<file path="src/rtl/gpu_depth_pkg.sv">
// Shared depth-test types: compare functions used by every z-buffer client and the
// sequencing states of the depth test controller.
package gpu_depth_pkg;

    typedef enum logic [2:0] {
        Z_NEVER    = 3'd0,
        Z_LESS     = 3'd1,
        Z_LEQUAL   = 3'd2,
        Z_GREATER  = 3'd3,
        Z_GEQUAL   = 3'd4,
        Z_EQUAL    = 3'd5,
        Z_NOTEQUAL = 3'd6,
        Z_ALWAYS   = 3'd7
    } z_func_t;

    typedef enum logic [1:0] {
        ST_RUN   = 2'd0,
        ST_DRAIN = 2'd1,
        ST_CLEAR = 2'd2
    } ctrl_state_t;

endpackage

</file>
<file path="src/rtl/depth_compare.sv">
// Combinational depth comparison (frag_z OP stored_z, unsigned); shared with early-Z.
module depth_compare
    import gpu_depth_pkg::*;
#(
    parameter int Z_SIZE = 8
) (
    input  z_func_t           func_i,
    input  logic [Z_SIZE-1:0] frag_z_i,
    input  logic [Z_SIZE-1:0] stored_z_i,
    output logic              pass_o
);

    always_comb begin
        pass_o = 1'b0;
        case (func_i)
            Z_NEVER:    pass_o = 1'b0;
            Z_LESS:     pass_o = frag_z_i <  stored_z_i;
            Z_LEQUAL:   pass_o = frag_z_i <= stored_z_i;
            Z_GREATER:  pass_o = frag_z_i >  stored_z_i;
            Z_GEQUAL:   pass_o = frag_z_i >= stored_z_i;
            Z_EQUAL:    pass_o = frag_z_i == stored_z_i;
            Z_NOTEQUAL: pass_o = frag_z_i != stored_z_i;
            Z_ALWAYS:   pass_o = 1'b1;
            default:    pass_o = 1'b0;
        endcase
    end

endmodule

</file>
<file path="src/rtl/depth_test_ctrl.sv">
// Two-stage per-fragment depth test sequencer (read / compare+write-back) with an
// arbitrated full-frame clear sweep over the depth RAM.
module depth_test_ctrl
    import gpu_depth_pkg::*;
#(
    parameter int Z_SIZE = 8,
    parameter int X_RES  = 1280,
    parameter int Y_RES  = 720,
    parameter int ADDR_W = $clog2(X_RES * Y_RES),
    localparam int X_W   = $clog2(X_RES),
    localparam int Y_W   = $clog2(Y_RES)
) (
    input  logic              clk_i,
    input  logic              rst_i,
    input  logic              depth_en_i,
    input  logic [2:0]        depth_func_i,
    input  logic              depth_wr_en_i,
    input  logic              clear_req_i,
    input  logic [Z_SIZE-1:0] clear_val_i,
    output logic              clear_busy_o,
    input  logic              frag_valid_i,
    output logic              frag_ready_o,
    input  logic [X_W-1:0]    frag_x_i,
    input  logic [Y_W-1:0]    frag_y_i,
    input  logic [Z_SIZE-1:0] frag_z_i,
    output logic              out_valid_o,
    input  logic              out_ready_i,
    output logic [X_W-1:0]    out_x_o,
    output logic [Y_W-1:0]    out_y_o,
    output logic              out_pass_o,
    output logic              ram_rd_en_o,
    output logic [ADDR_W-1:0] ram_rd_addr_o,
    input  logic [Z_SIZE-1:0] ram_rd_data_i,
    output logic              ram_wr_en_o,
    output logic [ADDR_W-1:0] ram_wr_addr_o,
    output logic [Z_SIZE-1:0] ram_wr_data_o
);

    localparam logic [ADDR_W-1:0] LAST_ADDR = ADDR_W'(X_RES * Y_RES - 1);
    localparam logic [X_W:0]      X_LIM     = (X_W + 1)'(X_RES);
    localparam logic [Y_W:0]      Y_LIM     = (Y_W + 1)'(Y_RES);

    ctrl_state_t       state_q;
    logic              clearBusy_q;
    logic [Z_SIZE-1:0] clearVal_q;
    logic [ADDR_W-1:0] clearAddr_q;

    logic              s2Valid_q, s2Done_q, s2Pass_q, s2Test_q, s2FixedPass_q;
    logic              s2WrEn_q, s2Fwd_q;
    z_func_t           s2Func_q;
    logic [X_W-1:0]    s2X_q;
    logic [Y_W-1:0]    s2Y_q;
    logic [Z_SIZE-1:0] s2Z_q, s2FwdZ_q;
    logic [ADDR_W-1:0] s2Addr_q;

    logic              outValid_q, outPass_q;
    logic [X_W-1:0]    outX_q;
    logic [Y_W-1:0]    outY_q;

    logic              inRange, needTest, stall, accept, fwdHit;
    logic              livePass, s2PassNow, s2Write, s2Move;
    logic [ADDR_W-1:0] fragAddr;
    logic [Z_SIZE-1:0] storedZ;

    assign inRange  = ({1'b0, frag_x_i} < X_LIM) && ({1'b0, frag_y_i} < Y_LIM);
    assign needTest = depth_en_i && inRange;
    assign fragAddr = ADDR_W'(frag_y_i) * ADDR_W'(X_RES) + ADDR_W'(frag_x_i);

    assign stall        = s2Valid_q && outValid_q && !out_ready_i;
    assign frag_ready_o = (state_q == ST_RUN) && !stall;
    assign accept       = frag_valid_i && frag_ready_o;

    assign ram_rd_en_o   = accept && needTest;
    assign ram_rd_addr_o = fragAddr;

    // A same-cycle write to the address being read is not visible in the RAM read data.
    assign storedZ = s2Fwd_q ? s2FwdZ_q : ram_rd_data_i;

    depth_compare #(.Z_SIZE(Z_SIZE)) u_compare (
        .func_i     (s2Func_q),
        .frag_z_i   (s2Z_q),
        .stored_z_i (storedZ),
        .pass_o     (livePass)
    );

    // RAM data is only valid on the first S2 cycle; a stalled S2 keeps its own verdict.
    assign s2PassNow = !s2Test_q ? s2FixedPass_q : (s2Done_q ? s2Pass_q : livePass);
    assign s2Write   = s2Valid_q && s2Test_q && !s2Done_q && livePass && s2WrEn_q;
    assign s2Move    = s2Valid_q && !stall;
    assign fwdHit    = s2Write && (s2Addr_q == fragAddr);

    assign ram_wr_en_o   = (state_q == ST_CLEAR) || s2Write;
    assign ram_wr_addr_o = (state_q == ST_CLEAR) ? clearAddr_q : s2Addr_q;
    assign ram_wr_data_o = (state_q == ST_CLEAR) ? clearVal_q : s2Z_q;

    assign clear_busy_o = clearBusy_q;
    assign out_valid_o  = outValid_q;
    assign out_x_o      = outX_q;
    assign out_y_o      = outY_q;
    assign out_pass_o   = outPass_q;

    always_ff @(posedge clk_i) begin
        if (rst_i) begin
            s2Valid_q  <= 1'b0;
            s2Done_q   <= 1'b0;
            outValid_q <= 1'b0;
        end else begin
            if (s2Move) begin
                outValid_q <= 1'b1;
                outX_q     <= s2X_q;
                outY_q     <= s2Y_q;
                outPass_q  <= s2PassNow;
            end else if (out_ready_i) begin
                outValid_q <= 1'b0;
            end

            if (accept) begin
                s2Valid_q     <= 1'b1;
                s2Done_q      <= 1'b0;
                s2Test_q      <= needTest;
                s2FixedPass_q <= inRange;
                s2WrEn_q      <= depth_wr_en_i;
                s2Func_q      <= z_func_t'(depth_func_i);
                s2X_q         <= frag_x_i;
                s2Y_q         <= frag_y_i;
                s2Z_q         <= frag_z_i;
                s2Addr_q      <= fragAddr;
                s2Fwd_q       <= fwdHit;
                s2FwdZ_q      <= ram_wr_data_o;
            end else if (s2Move) begin
                s2Valid_q <= 1'b0;
            end else if (s2Valid_q) begin
                s2Done_q <= 1'b1;
                s2Pass_q <= s2PassNow;
            end
        end
    end

    always_ff @(posedge clk_i) begin
        if (rst_i) begin
            state_q     <= ST_RUN;
            clearBusy_q <= 1'b0;
            clearAddr_q <= '0;
        end else begin
            case (state_q)
                ST_RUN: begin
                    if (clear_req_i) begin
                        state_q     <= ST_DRAIN;
                        clearBusy_q <= 1'b1;
                        clearVal_q  <= clear_val_i;
                    end
                end
                ST_DRAIN: begin
                    if (!s2Valid_q && !outValid_q) begin
                        state_q     <= ST_CLEAR;
                        clearAddr_q <= '0;
                    end
                end
                ST_CLEAR: begin
                    if (clearAddr_q == LAST_ADDR) begin
                        state_q     <= ST_RUN;
                        clearBusy_q <= 1'b0;
                    end else begin
                        clearAddr_q <= clearAddr_q + ADDR_W'(1);
                    end
                end
                default: begin
                    state_q     <= ST_RUN;
                    clearBusy_q <= 1'b0;
                end
            endcase
        end
    end

endmodule

</file>
<file path="config.mk">
export PLATFORM = sky130hd
export DESIGN_NAME = depth_test_ctrl
export DESIGN_NICKNAME = d
export VERILOG_FILES = /design/src/rtl/gpu_depth_pkg.sv /design/src/rtl/depth_compare.sv /design/src/rtl/depth_test_ctrl.sv
export SDC_FILE = /design/constraint.sdc
export NUM_CORES = 1
export LEC_CHECK = 0
export ABC_AREA = 1
export BUFFER_PORTS_ARGS = -buffer_cell sky130_fd_sc_hd__buf_2
export CORE_UTILIZATION = 30
export DETAILED_ROUTE_END_ITERATION = 10
export GPL_TIMING_DRIVEN = 1
export SYNTH_ARGS = -nofsm -noshare
export SYNTH_HDL_FRONTEND = slang
export SYNTH_SLANG_ARGS = --single-unit
</file>
<file path="constraint.sdc">
create_clock -name clk_i -period 4.05 [get_ports clk_i]
set_clock_uncertainty 0.05 [all_clocks]
set_input_delay 0 -clock clk_i [delete_from_list [all_inputs] [get_ports clk_i]]
set_output_delay 0 -clock clk_i [all_outputs]
set_load 0.02 [all_outputs]
</file>
# After elaboration in Yosys (flattened, before gate mapping)
# Cells that the tools add are included.
# totals
romBits	0
memories	0
ff_bits	121
latchBits	0
elab_cells	105
ramBits	0
# classes
reduce_logical	34
magnitude_cmp	6
muxes	20
mul	1
n_eq_ne	17
n_bitwise	4
add_sub_neg	2
div	0
shift	0
# ops
op	count
$mux W20	3
$pmux W20 S2	1
$add A20 B1 Y20 const B	1
$add A20 B11 Y20	1
$eq A20 B20 Y1	1
$eq A20 B20 Y1 const B	1
$mux W8	2
$logic_and A1 B1 Y1	14
$eq A3 B3 Y1 const B	4
$mul A10 B3 Y12 const B	1
$reduce_and A3 Y1	4
$lt A11 B11 Y1 const B	1
$lt A10 B10 Y1 const B	1
$eq A8 B8 Y1	1
$ge A8 B8 Y1	1
$gt A8 B8 Y1	1
$le A8 B8 Y1	1
$lt A8 B8 Y1	1
$mux W1	8
$ne A8 B8 Y1	1
$pmux W1 S8	1
$eq A3 B2 Y1 const B	2
$mux W2	3
$ne A2 B2 Y1 const B	3
other kinds (15)	26

# Depth between registers and ports, before layout
# Gate-level depths: netlist of run 1.
# depth
word_depth	7
depth_mapped	17
depth_no_buf	17

# Modules after synthesis
# A second synthesis of run 1 with hierarchy kept.
# unflattened
cells_unflattened	733
area_unflattened_um2	6272.3
# modules_own_cells
mod	seq_area_each_um2	area_per_inst_um2	instances	cells_per_inst
depth_test_ctrl	3133.0	5953.2	1	679
depth_compare	0.0	319.1	1	54

# Worst setup path after synthesis of run 1
# OpenSTA, ideal clock, no wires.
# synth_timing
path_kind	reg-to-reg
start	register outValid_q (netlist: out_valid_o)
end	register s2Addr_q[10], enable pin
setup_slack_ns	0.060
t_arrival_ns	3.469
path_buffers	0
period_less_slack_ns	3.990
stages_incl_launch_ff	8
cell_sequence	dfxtp_1 -> inv_1 -> nor2_1 -> inv_1 -> nor2_1 -> nor2_1 -> nand2_1 -> nor2_1
# synth_via
elab_chain_len	6
# synth_lines
element	line	rtl
start: declaration	depth_test_ctrl.sv:56	logic outValid_q, outPass_q;
start signal: assignment	depth_test_ctrl.sv:106	outValid_q <= 1'b0;
start signal: assignment	depth_test_ctrl.sv:109	outValid_q <= 1'b1;
start signal: assignment	depth_test_ctrl.sv:114	outValid_q <= 1'b0;
$logic_and A1 B1 Y1 (2 in a row)	depth_test_ctrl.sv:69	assign stall = s2Valid_q && outValid_q && !out_ready_i;
$logic_not A1 Y1	depth_test_ctrl.sv:70	assign frag_ready_o = (state_q == ST_RUN) && !stall;
$logic_and A1 B1 Y1	depth_test_ctrl.sv:70	
net frag_ready_o	depth_test_ctrl.sv:22	output logic frag_ready_o,
$logic_and A1 B1 Y1	depth_test_ctrl.sv:71	assign accept = frag_valid_i && frag_ready_o;
$reduce_and A2 Y1 (no line)	--	
end signal: assignment	depth_test_ctrl.sv:127	s2Addr_q <= fragAddr;
end: declaration	depth_test_ctrl.sv:54	logic [ADDR_W-1:0] s2Addr_q;
# The timed path passes the listed nets, and every way through them passes these cells.
# A chain may end at the register's enable or synchronous reset.

# Final worst setup path of run 1
# layout_timing
start	input port frag_y_i[1]
end	output port ram_rd_addr_o[19]
# layout_via
elab_chain_len	2
# layout_lines
element	line	rtl
start: declaration	depth_test_ctrl.sv:24	input logic [Y_W-1:0] frag_y_i,
$mul A10 B3 Y12	depth_test_ctrl.sv:67	assign fragAddr = ADDR_W'(frag_y_i) * ADDR_W'(X_RES) + ADDR_W'(frag_x_i);
$add A20 B11 Y20	depth_test_ctrl.sv:67	
end: declaration	depth_test_ctrl.sv:32	output logic [ADDR_W-1:0] ram_rd_addr_o,
# No other way between the ends.

==> metrics.md, run 1 <==
| Metric | Value |
|---|---|
| H-tree depth | 4 |
| Post-Syn Area per Cell | 9.03 µm² |
| CTS tree | done |
| Commonest cells in the netlist | nand2_1 (180), edfxtp_1 (87), inv_1 (74), nor2_1 (55), nand3_1 (40) |
| Starting density of the core | 30.6% |
| Die height | 146 µm |
| Peak supply drop | 0.175 mV |
| Tcrit/Tclk final | 73.6% |
| Area growth from synthesis to layout | 31.0% |
| Max_cap viols | 0 |
| Min cycle time layout | 2980 ps |
| Cell Rows | 52 |
| Hold Violations, Final | 0 |
| Yosys reg bits | 113 |
| Vias in the first global route | 4932 |
| Total Wirelength | 15900 µm |
| First-pass GRT wire length | 25600 µm |
| Post_cts resized | 0 |
| Nets@finish | 946 |
| Total vias in the final route | 5160 |
| Global route overflow | 0 |
| Post-DP HPWL | 12000 µm |
| Clk slew on worst S/H paths | 60 ps |
| Post-layout power | 3.46 mW |
| All-Layer GR Usage | 15.6% |
| Placed Cells | 1067 |
| DRC | 0 |
| Antenna diode count | 0 |
| Worst EP required | 4000 ps |
| Vias per std cell | 4.51 |
| Placed cell areas | 7080 µm² |
| 1st-iter DRT viols | 257 |
| Hold Slack | 55.2 ps |
| Setup tns final | 0 ps |
| Post-Synthesis Cell Area | 6190 µm² |
| Synth top area share | 42.2% |
| Die width | 146 µm |
| Cell variety after synth | 46 |
| Status | finished, final reports clean |
| Final instance area | 8110 µm² |
| Non-Filler Instances | 1144 |
| Layout fillers | 2033 |
| RSZ-0062 raised after global routing | false |
| Peak Freq | 0.335 GHz |
| Max-slew violations | 0 |
| Pre-CTS WS | 1420 ps |
| Initial antenna violation count | 0 |
| FFs w/ async S/R, synth | 0% |
| Cell count after synthesis | 685 |
| Critical path fanouts, max | 4 |
| Clock buffer depth | 2 |
| Total CTS buffers | 17 |
| I/O pin cnt | 130 |
| Sequential area share after synthesis | 50.6% |
| Num Clock Sinks | 113 |
| Root Buffer | clkbuf_16 |
| Final Setup Violations | 0 |
| Drt wl/cell | 13.9 µm |
| CP startpoint kind | primary input |
| Pwr/cell area | 426 nW/µm² |
| Setup CP Type | in2out |
| Area of the core | 20200 µm² |
| Worst-margin pin slew | 849 ps |
| Fin util | 40.1% |
| Post-synth EDFFs | 87 |
| Cell with the most instances after synthesis | nand2_1 |
| Skew-Pair Late Insertion Delay | 420 ps |
| Top FF cell, synth | edfxtp_1 |
| Leakage Power | 3.52 nW |
| Worst hold path class | in2reg |
| Largest cells by area after synthesis | edfxtp_1 (42%), nand2_1 (11%), dfxtp_1 (8.4%), ha_1 (5.7%), inv_1 (4.5%) |
| Synth Warn # | 0 |
| Number of port buffers | 129 |
| CP endpoint kind | output pin |
| DRT antenna net count | 0 |
| Relative slew slack | 43.3% |
| Critical Path AT | 2930 ps |
| Setup ws final | 1070 ps |
| Yosys top cell by area | edfxtp_1 |
| Drt first pass iters | 4 |
| Die area | 21200 µm² |
| Largest net degree at the start of global routing | 30 |
| Net Count, Synth | 770 |
| Gpl congestion | 0.804 |
| Share of layout cells above drive strength 1 | 24.9% |
worst paths after layout:
check                            startpoint                 to  slack (ps)  depth (start not counted)
worst max-delay path            frag_y_i[1]  ram_rd_addr_o[19]        1070                         16
worst min-delay path                  rst_i    clearAddr_q[14]          60                          2
worst max register to register      s2Fwd_q            s2Fwd_q        1520                         14
worst min register to register     s2Y_q[7]         out_y_o[7]         370                          0
per-layer routing:
layer	GRT usage, %	routed length [µm]	vias up
met5	0	0	-
met4	5.79	306	0
met3	4.64	976	28
met2	24.5	7170	133
met1	20.3	7470	2361
li1	-	-	2638
registers in the layout, summed over array words and instances, names as in the netlist:
signal and flops:
s2WrEn_q 1, s2Done_q 1, s2Fwd_q 1, out_y_o 10, s2FixedPass_q 1, out_pass_o 1
s2Func_q 3, s2Valid_q 1, s2Test_q 1, clearVal_q 8, s2X_q 11, s2Y_q 10
s2Addr_q 12, clear_busy_o 1, s2FwdZ_q 8, state_q 2, clearAddr_q 20, s2Z_q 8
s2Pass_q 1, out_x_o 11, out_valid_o 1
kinds of logic (layout without fill, tap and decap cells):
group | count (synthesis) | in the layout | share of synthesized area (%)
muxes | 8 | 8 | 1.31
DFF | 113 | 113 | 50.6
buffers and inverters | 106 | 295 | 7.46
AOI/OAI and AO/OA | 71 | 71 | 7.06
adders and majority gates | 30 | 30 | 6.31
and+or+nand+nor | 337 | 337 | 24.4
xor gates and xnor gates | 20 | 20 | 2.83
area by class of cell:
cell class / instances / area [µm²] / share of cell area [%]
multi-input combinational: 466 / 2610 / 32.2
sequential: 113 / 3130 / 38.6
clock inverter: 14 / 134 / 1.65
clock buffer: 18 / 439 / 5.42
tap: 270 / 338 / 4.17
timing repair buffer: 181 / 1150 / 14.2
inverter: 82 / 308 / 3.80
timing repair:
item                       CTS  global route
hold endpoints to repair    47             0
setup endpoints to repair    0             0
hold buffers                45             0
buffers inserted             0             0
critical path, stage by stage:
cell and delay [ps]:
dlygate4sd3_1 530, buf_2 150, ha_1 290, ha_1 240
fa_1 540, nand2_1 60, nor2_1 90, nand2_1 50
nand2_1 130, nand3_2 100, nor2_2 140, nand3_2 110
nor2_1 100, nand2_1 70, nand2_1 100, buf_2 200
cell usage in the layout (no fill, tap or decap), types with 3 or more instances in the layout:
master and count:
nand2_1 180, xor2_1 16, clkinvlp_4 5, inv_2 6, nand3_1 40, ha_1 28
inv_6 3, inv_1 74, nor2_1 53, clkinv_4 4, a21oi_1 13, nand3_2 4
mux2i_1 7, nor4_1 3, nand2_2 13, clkbuf_16 17, nand3b_1 3, dfxtp_1 26
o21ai_0 31, nor2_2 4, buf_2 129, edfxtp_1 87, nand4_1 12, nor3_1 13
xnor2_1 4, a21oi_2 14, o21a_1 3, buf_4 7, dlygate4sd3_1 45
where the power goes:
part	internal, mW	leakage (nW)	switching [mW]	total, mW
clock	0.865	0.266	0.565	1.43
combinational	0.226	2.24	0.452	0.678
sequential	1.32	1.01	0.0263	1.35
total	2.41	3.52	1.04	3.46
Note: power is estimated with default switching activity, not from simulation.
==> inputs of run 2 (changes only) <==
==> constraint.sdc (replaced) <==
create_clock -name clk_i -period 2.45 [get_ports clk_i]
set_clock_uncertainty 0.05 [all_clocks]
set_input_delay 0 -clock clk_i [delete_from_list [all_inputs] [get_ports clk_i]]
set_output_delay 0 -clock clk_i [all_outputs]
set_load 0.02 [all_outputs]
==> metrics.md, run 2 (synthesized netlist as in run 1, its figures left out) <==
| Metric | Value |
|---|---|
| Status | complete, but fails checks (was finished, final reports clean) |
| Failing checks | setup timing |
| Skew-Pair Late Insertion Delay | 420 ps (about the same) |
| Initial antenna violation count | 0 (unchanged) |
| Largest net degree at the start of global routing | 38 (was 30) |
| CP endpoint kind | output pin (unchanged) |
| Post-DP HPWL | 12100 µm (was 12000 µm) |
| Area growth from synthesis to layout | 39.2% (was 31.0%) |
| DRT antenna net count | 0 (unchanged) |
| Leakage Power | 3.73 nW (was 3.52 nW) |
| Share of layout cells above drive strength 1 | 30.1% (was 24.9%) |
| Drt wl/cell | 14.0 µm (was 13.9 µm) |
| Reg2reg path depth | 16 (was 14) |
| Most common cell after layout, fill and taps aside | nand2_1 (unchanged) |
| Worst-margin pin slew | 752 ps (was 849 ps) |
| Peak supply drop | 0.336 mV (was 0.175 mV) |
| Die height | 146 µm (unchanged) |
| H-tree depth | 4 (unchanged) |
| Max reg flops | 20 (unchanged) |
| Layout fillers | 1994 (was 2033) |
| Gpl congestion | 0.893 (was 0.804) |
| Worst hold path class | in2reg (unchanged) |
| Most frequent cells in the layout | nand2_1 (167), buf_2 (126), edfxtp_1 (87) (was nand2_1 (180), buf_2 (129), edfxtp_1 (87)) |
| Cell Rows | 52 (unchanged) |
| Total Wirelength | 16500 µm (was 15900 µm) |
| All-Layer GR Usage | 16.2% (was 15.6%) |
| 1st-iter DRT viols | 347 (was 257) |
| Hold path depth | 3 (was 2) |
| Clk slew on worst S/H paths | 60 ps (about the same) |
| Pre-CTS WS | -98.1 ps (was 1420 ps) |
| Worst EP required | 2400 ps (was 4000 ps) |
| Setup CP Type | reg2out (was in2out) |
| CTS tree | done (unchanged) |
| Vias in the first global route | 5271 (was 4932) |
| Num Clock Sinks | 113 (unchanged) |
| First-pass GRT wire length | 26700 µm (was 25600 µm) |
| Hold Slack | 22.0 ps (was 55.2 ps) |
| Total CTS buffers | 17 (unchanged) |
| Total vias in the final route | 5327 (was 5160) |
| Relative slew slack | 49.7% (was 43.3%) |
| Hold Violations, Final | 0 (unchanged) |
| Fin util | 42.6% (was 40.1%) |
| Drt first pass iters | 5 (was 4) |
| Peak Freq | 0.376 GHz |
| Multi-input combinational cell area | 2780 µm² (was 2610 µm²) |
| Root Buffer | clkbuf_16 (unchanged) |
| Global route overflow | 0 (unchanged) |
| Pwr/cell area | 704 nW/µm² (was 426 nW/µm²) |
| I/O pin cnt | 130 (unchanged) |
| Area of the core | 20200 µm² (unchanged) |
| Vias per std cell | 4.53 (was 4.51) |
| Register area | 3130 µm² (unchanged) |
| Die width | 146 µm (unchanged) |
| Nets@finish | 980 (was 946) |
| Min cycle time layout | 2660 ps |
| CP startpoint kind | flip-flop (was primary input) |
| RSZ-0062 raised after global routing | true (was false) |
| Die area | 21200 µm² (unchanged) |
| Most flop-heavy register | clearAddr_q (unchanged) |
| Max-slew violations | 0 (unchanged) |
| Placed cell areas | 7280 µm² (was 7080 µm²) |
| Starting density of the core | 30.6% (unchanged) |
| DRC | 0 (unchanged) |
| Critical Path AT | 2610 ps (was 2930 ps) |
| Tcrit/Tclk final | 109% |
| Setup ws final | -210 ps (was 1070 ps) |
| Final instance area | 8610 µm² (was 8110 µm²) |
| Antenna diode count | 0 (unchanged) |
| Clock buffer depth | 2 (unchanged) |
| Max_cap viols | 0 (unchanged) |
| Critical path fanouts, max | 4 (unchanged) |
| Regs by FF count | clearAddr_q x20, s2Addr_q x12 (unchanged) |
| Setup tns final | -277 ps (was 0 ps) |
| Final Setup Violations | 2 (was 0) |
| Number of port buffers | 129 (unchanged) |
==> run 2: cell count changes in the layout (fill, tap and decap cells not counted), sizes merged <==
cell | before | now
buf | 136 | 164
bufinv | 1 | 4
clkbuf | 18 | 19
clkinvlp | 5 | 2
dlygate4sd3 | 45 | 50
dlymetal6s4s | 0 | 1
inv | 83 | 80
==> run 2: what timing repair did <==
action,4_1_cts,5_1_grt
cloned,0,0
endpoints found under the hold margin,48,2
pin swaps,2,24
gates resized for setup,12,38
buffers inserted,1,3
endpoints found under the setup margin,2,9
hold buffers,51,1
==> run 2: final cells by class <==
class,count,share of cell area [%]
clock buffers,19,5.03
clock inverters,11,1.92
inverters,82,3.57
multi-input cells,466,32.3
flip-flops and latches,113,36.4
well taps,270,3.92
repair buffers,215,16.9
==> run 2: worst paths after layout <==
check | from | endpoint | slack (ps)
max reg2reg | s2Fwd_q | s2Fwd_q | -70
min | frag_y_i[0] | s2Addr_q[8] | 20
min reg2reg | s2X_q[8] | out_x_o[8] | 370
max | s2Fwd_q | ram_wr_en_o | -210
==> run 2: power by group <==
part	internal, mW	switching (mW)	leakage [nW]
clock	1.68	0.873	0.284
sequential	2.19	0.0420	1.01
combinational	0.481	0.797	2.44
total	4.35	1.71	3.73
==> run 2: per-layer routing <==
layer	routed length [µm]	global-route usage (%)
met1	7740	21.0
met2	7750	26.7
met3	712	3.32
met4	287	5.58
met5	0	0
==> run 2: through the flow <==
stage	power, mW	std cells
floorplan	3.00	685
CTS	6.04	1173
finish	6.06	1176
detailed placement	3.40	1091
global placement	3.38	1091
global route	6.34	1176
==> run 2: critical path: stages, from the launching register on <==
cell and delay (ps):
edfxtp_1 510, buf_6 190, mux2i_2 140, ha_1 320
nand2_1 70, inv_1 30, nor2_1 110, o21a_1 150
buf_4 100, nand3_1 70, nand3b_1 100, nand2_2 70
nand3_2 70, buf_6 100, nand2_4 30, buf_6 130
==> inputs of run 3 (changes only) <==
--- a/config.mk
+++ b/config.mk
@@ -5,11 +5,12 @@
 export SDC_FILE = /design/constraint.sdc
 export NUM_CORES = 1
 export LEC_CHECK = 0
-export ABC_AREA = 1
+export ABC_AREA = 0
 export BUFFER_PORTS_ARGS = -buffer_cell sky130_fd_sc_hd__buf_2
 export CORE_UTILIZATION = 30
 export DETAILED_ROUTE_END_ITERATION = 10
 export GPL_TIMING_DRIVEN = 1
+export SLEW_MARGIN = 20
 export SYNTH_ARGS = -nofsm -noshare
 export SYNTH_HDL_FRONTEND = slang
 export SYNTH_SLANG_ARGS = --single-unit
==> metrics.md, run 3 <==
| Metric | Value |
|---|---|
| Nets@finish | 821 (was 980) |
| Antenna diode count | 0 (unchanged) |
| Most flop-heavy register | clearAddr_q (unchanged) |
| Clk slew on worst S/H paths | 50 ps (was 60 ps) |
| Most frequent cells in the layout | buf_2 (122), edfxtp_1 (87), nand2_1 (84) (was nand2_1 (167), buf_2 (126), edfxtp_1 (87)) |
| Cell count after synthesis | 491 (was 685) |
| Status | complete, but fails checks (unchanged) |
| Worst R2R Setup Slack | -640 ps (was -70 ps) |
| Commonest cells in the netlist | edfxtp_1 (87), nand2_1 (85), nor2_1 (31), ha_1 (28) (was nand2_1 (180), edfxtp_1 (87), inv_1 (74), nor2_1 (55), nand3_1 (40)) |
| Relative slew slack | 54.1% (was 49.7%) |
| Hold Violations, Final | 0 (unchanged) |
| Mux contribution to synthesized area | 1.61% (was 1.31%) |
| Largest cells by area after synthesis | edfxtp_1 (46%), dfxtp_1 (9.2%), ha_1 (6.2%), nand2_1 (5.6%), xnor2_1 (4.0%) (was edfxtp_1 (42%), nand2_1 (11%), dfxtp_1 (8.4%), ha_1 (5.7%), inv_1 (4.5%)) |
| Die area | 19400 µm² (was 21200 µm²) |
| Peak Freq | 0.323 GHz (was 0.376 GHz) |
| Final Setup Violations | 5 (was 2) |
| Register area | 3140 µm² (was 3130 µm²) |
| Max-slew violations | 0 (unchanged) |
| Slowest-stage cell, CP | or4_4 (was edfxtp_1) |
| Sequential area share after synthesis | 55.3% (was 50.6%) |
| DRC | 0 (unchanged) |
| CTS tree | done (unchanged) |
| Synth top area share | 46.1% (was 42.2%) |
| Die width | 139 µm (was 146 µm) |
| Total Wirelength | 15500 µm (was 16500 µm) |
| Total CTS buffers | 17 (unchanged) |
| Skew-Pair Late Insertion Delay | 410 ps (was 420 ps) |
| Max reg flops | 20 (unchanged) |
| RSZ-0062 raised after global routing | true (unchanged) |
| Largest net degree at the start of global routing | 28 (was 38) |
| Worst path cell trace | buf_6, mux2i_2, ha_1, nor2b_4, o211ai_1, a21oi_2, o41ai_2, nor3_2, or4_4, nand2_4, buf_6 (was buf_6, mux2i_2, ha_1, nand2_1, inv_1, nor2_1, o21a_1, buf_4, nand3_1, nand3b_1, nand2_2, nand3_2, buf_6, nand2_4, buf_6) |
| Setup CP Type | reg2out (unchanged) |
| Met2 WL | 7570 µm (was 7750 µm) |
| Num Clock Sinks | 113 (unchanged) |
| Post-DP HPWL | 11200 µm (was 12100 µm) |
| Failing checks | setup timing (unchanged) |
| Cell variety after synth | 60 (was 46) |
| Post-Syn Area per Cell | 11.5 µm² (was 9.03 µm²) |
| All-Layer GR Usage | 16.3% (was 16.2%) |
| Uppermost layer routed | met4 (unchanged) |
| Vias in the first global route | 4754 (was 5271) |
| Area growth from synthesis to layout | 50.6% (was 39.2%) |
| Critical Path AT | 3040 ps (was 2610 ps) |
| Total vias in the final route | 4612 (was 5327) |
| Clock buffer depth | 2 (unchanged) |
| Worst-margin pin slew | 686 ps (was 752 ps) |
| Top FF cell, synth | edfxtp_1 (unchanged) |
| DRT antenna net count | 0 (unchanged) |
| Yosys top cell by area | edfxtp_1 (unchanged) |
| Drt wl/cell | 15.8 µm (was 14.0 µm) |
| CP endpoint kind | output pin (unchanged) |
| Max_cap viols | 0 (unchanged) |
| Drt first pass iters | 4 (was 5) |
| Min cycle time layout | 3090 ps (was 2660 ps) |
| Max stage delay on crit path | 450 ps (was 510 ps) |
| Cell with the most instances after synthesis | edfxtp_1 (was nand2_1) |
| CP startpoint kind | flip-flop (unchanged) |
| Worst hold path class | in2reg (unchanged) |
| Synth Warn # | 0 (unchanged) |
| I/O pin cnt | 130 (unchanged) |
| Worst Path Buf+Inv | 2 (was 5) |
| Placed cell areas | 7050 µm² (was 7280 µm²) |
| Layout fillers | 1641 (was 1994) |
| Complex-gate fraction of the synthesized area | 8.80% (was 7.06%) |
| Peak supply drop | 0.491 mV (was 0.336 mV) |
| Post-Synth XOR/XNOR Area | 7.93% (was 2.83%) |
| CP delay by family, top | simple AND/OR/NAND/NOR gates (was buffers and inverters) |
| Area of the core | 18200 µm² (was 20200 µm²) |
| Leakage Power | 3.51 nW (was 3.73 nW) |
| Critical path fanouts, max | 2 (was 4) |
| Gpl congestion | 0.863 (was 0.893) |
| Regs by FF count | clearAddr_q x20, s2Addr_q x12 (unchanged) |
| Tcrit/Tclk final | 126% (was 109%) |
| 1st-iter DRT viols | 184 (was 347) |
| FFs w/ async S/R, synth | 0% (unchanged) |
| Worst EP required | 2400 ps (about the same) |
| Net Count, Synth | 576 (was 770) |
| Simple-gate share of the synthesized area | 16.8% (was 24.4%) |
| Global route overflow | 0 (unchanged) |
| Die height | 139 µm (was 146 µm) |
| Vias per std cell | 4.72 (was 4.53) |
| Fin util | 46.8% (was 42.6%) |
| M1 WL | 6680 µm (was 7740 µm) |
| Initial antenna violation count | 0 (unchanged) |
| Final instance area | 8530 µm² (was 8610 µm²) |
| CP most frequent cell | buf_6 (unchanged) |
| Largest family of logic cells by synthesized area | simple AND/OR/NAND/NOR gates (unchanged) |
| Cell Rows | 49 (was 52) |
| Yosys reg bits | 113 (unchanged) |
| Most common cell after layout, fill and taps aside | buf_2 (was nand2_1) |
| Post-Synthesis Cell Area | 5660 µm² (was 6190 µm²) |
| Setup ws final | -643 ps (was -210 ps) |
| H-tree depth | 4 (unchanged) |
| Root Buffer | clkbuf_16 (unchanged) |
| Post-synth EDFFs | 87 (unchanged) |
| Multi-input combinational cell area | 2730 µm² (was 2780 µm²) |
| First-pass GRT wire length | 24600 µm (was 26700 µm) |
| Pwr/cell area | 735 nW/µm² (was 704 nW/µm²) |
| Number of port buffers | 129 (unchanged) |
| Adder-cell share of the synthesized area | 6.90% (was 6.31%) |
| Starting density of the core | 31.1% (was 30.6%) |
| Share of layout cells above drive strength 1 | 39.0% (was 30.1%) |
| Met3 WL | 938 µm (was 712 µm) |
==> run 3: cell count changes in the layout (fill, tap and decap cells not counted), sizes merged, moves of 6 or more <==
cell / previous run / this run
nand2: 194 / 85
inv: 80 / 12
buf: 164 / 199
nand3: 44 / 9
nor2: 58 / 32
xnor2: 4 / 26
nor3: 15 / 3
o21ai: 34 / 25
or3: 0 / 9
a21oi: 27 / 20
and3: 0 / 6
nor2b: 0 / 6
==> run 3: final cells by class <==
cell class,instances,share of cell area (%)
clock buffers,21,5.40
multi-input cells,346,32.0
inverters,12,0.528
clock inverters,11,1.88
flip-flops and latches,113,36.8
well taps,229,3.36
repair buffers,246,20.1
==> run 3: timing repair <==
| action | in CTS | in global routing |
|---|---|---|
| resized for setup | 20 | 41 |
| buffers inserted | 6 | 6 |
| endpoints found under the setup margin | 7 | 9 |
| pin swaps | 14 | 25 |
| endpoints found under the hold margin | 50 | 2 |
| hold buffers | 47 | 1 |
==> run 3: logic make-up after synthesis <==
| logic type | count (synthesis) |
|---|---|
| compound gates | 74 |
| fa+ha+maj | 30 |
| xor+xnor | 45 |
| mux | 9 |
| buf+inv | 32 |
| flops | 113 |
| simple gates | 188 |
==> run 3: power by group <==
group / total, mW / switching [mW] / internal [mW]
clock: 2.60 / 0.853 / 1.74
sequential: 2.25 / 0.0527 / 2.19
combinational: 1.43 / 0.779 / 0.646
total: 6.27 / 1.68 / 4.58
==> run 3: final timing paths <==
| check | start | endpoint | cells past startpoint |
|---|---|---|---|
| worst min-delay path | frag_y_i[0] | s2Addr_q[8] | 3 |
| worst min register to register | s2Y_q[7] | out_y_o[7] | 0 |
| worst max register to register | s2Fwd_q | s2Fwd_q | 11 |
| worst max-delay path | s2Fwd_q | ram_wr_en_o | 11 |
==> run 3: metal layers <==
metal	GRT usage [%]	vias up
li1	-	2260
met1	20.1	2213
met2	26.9	119
met3	4.96	20
met4	5.91	0
met5	0	-
==> run 3: worst register-to-register path: stages (launching register included) <==
cell and delay [ps]:
edfxtp_1 430, buf_6 150, mux2i_2 180, ha_1 280
nor2b_4 130, o211ai_1 260, a21oi_2 110, o41ai_2 340
nor3_2 80, or4_4 450, buf_4 170, nor4_4 260
==> run 3: through the flow <==
step	instances	hold slack (ps)	TNS [ps]	power (mW)	worst slack [ps]
floorplan	491	48.9	-388	3.02	-317
CTS	972	80.1	-2400	6.25	-644
global placement	887	129	-1840	3.50	-453
global route	978	90.1	-2620	6.54	-765
detailed placement	887	129	-2370	3.52	-577
finish	978	93.3	-2090	6.27	-643
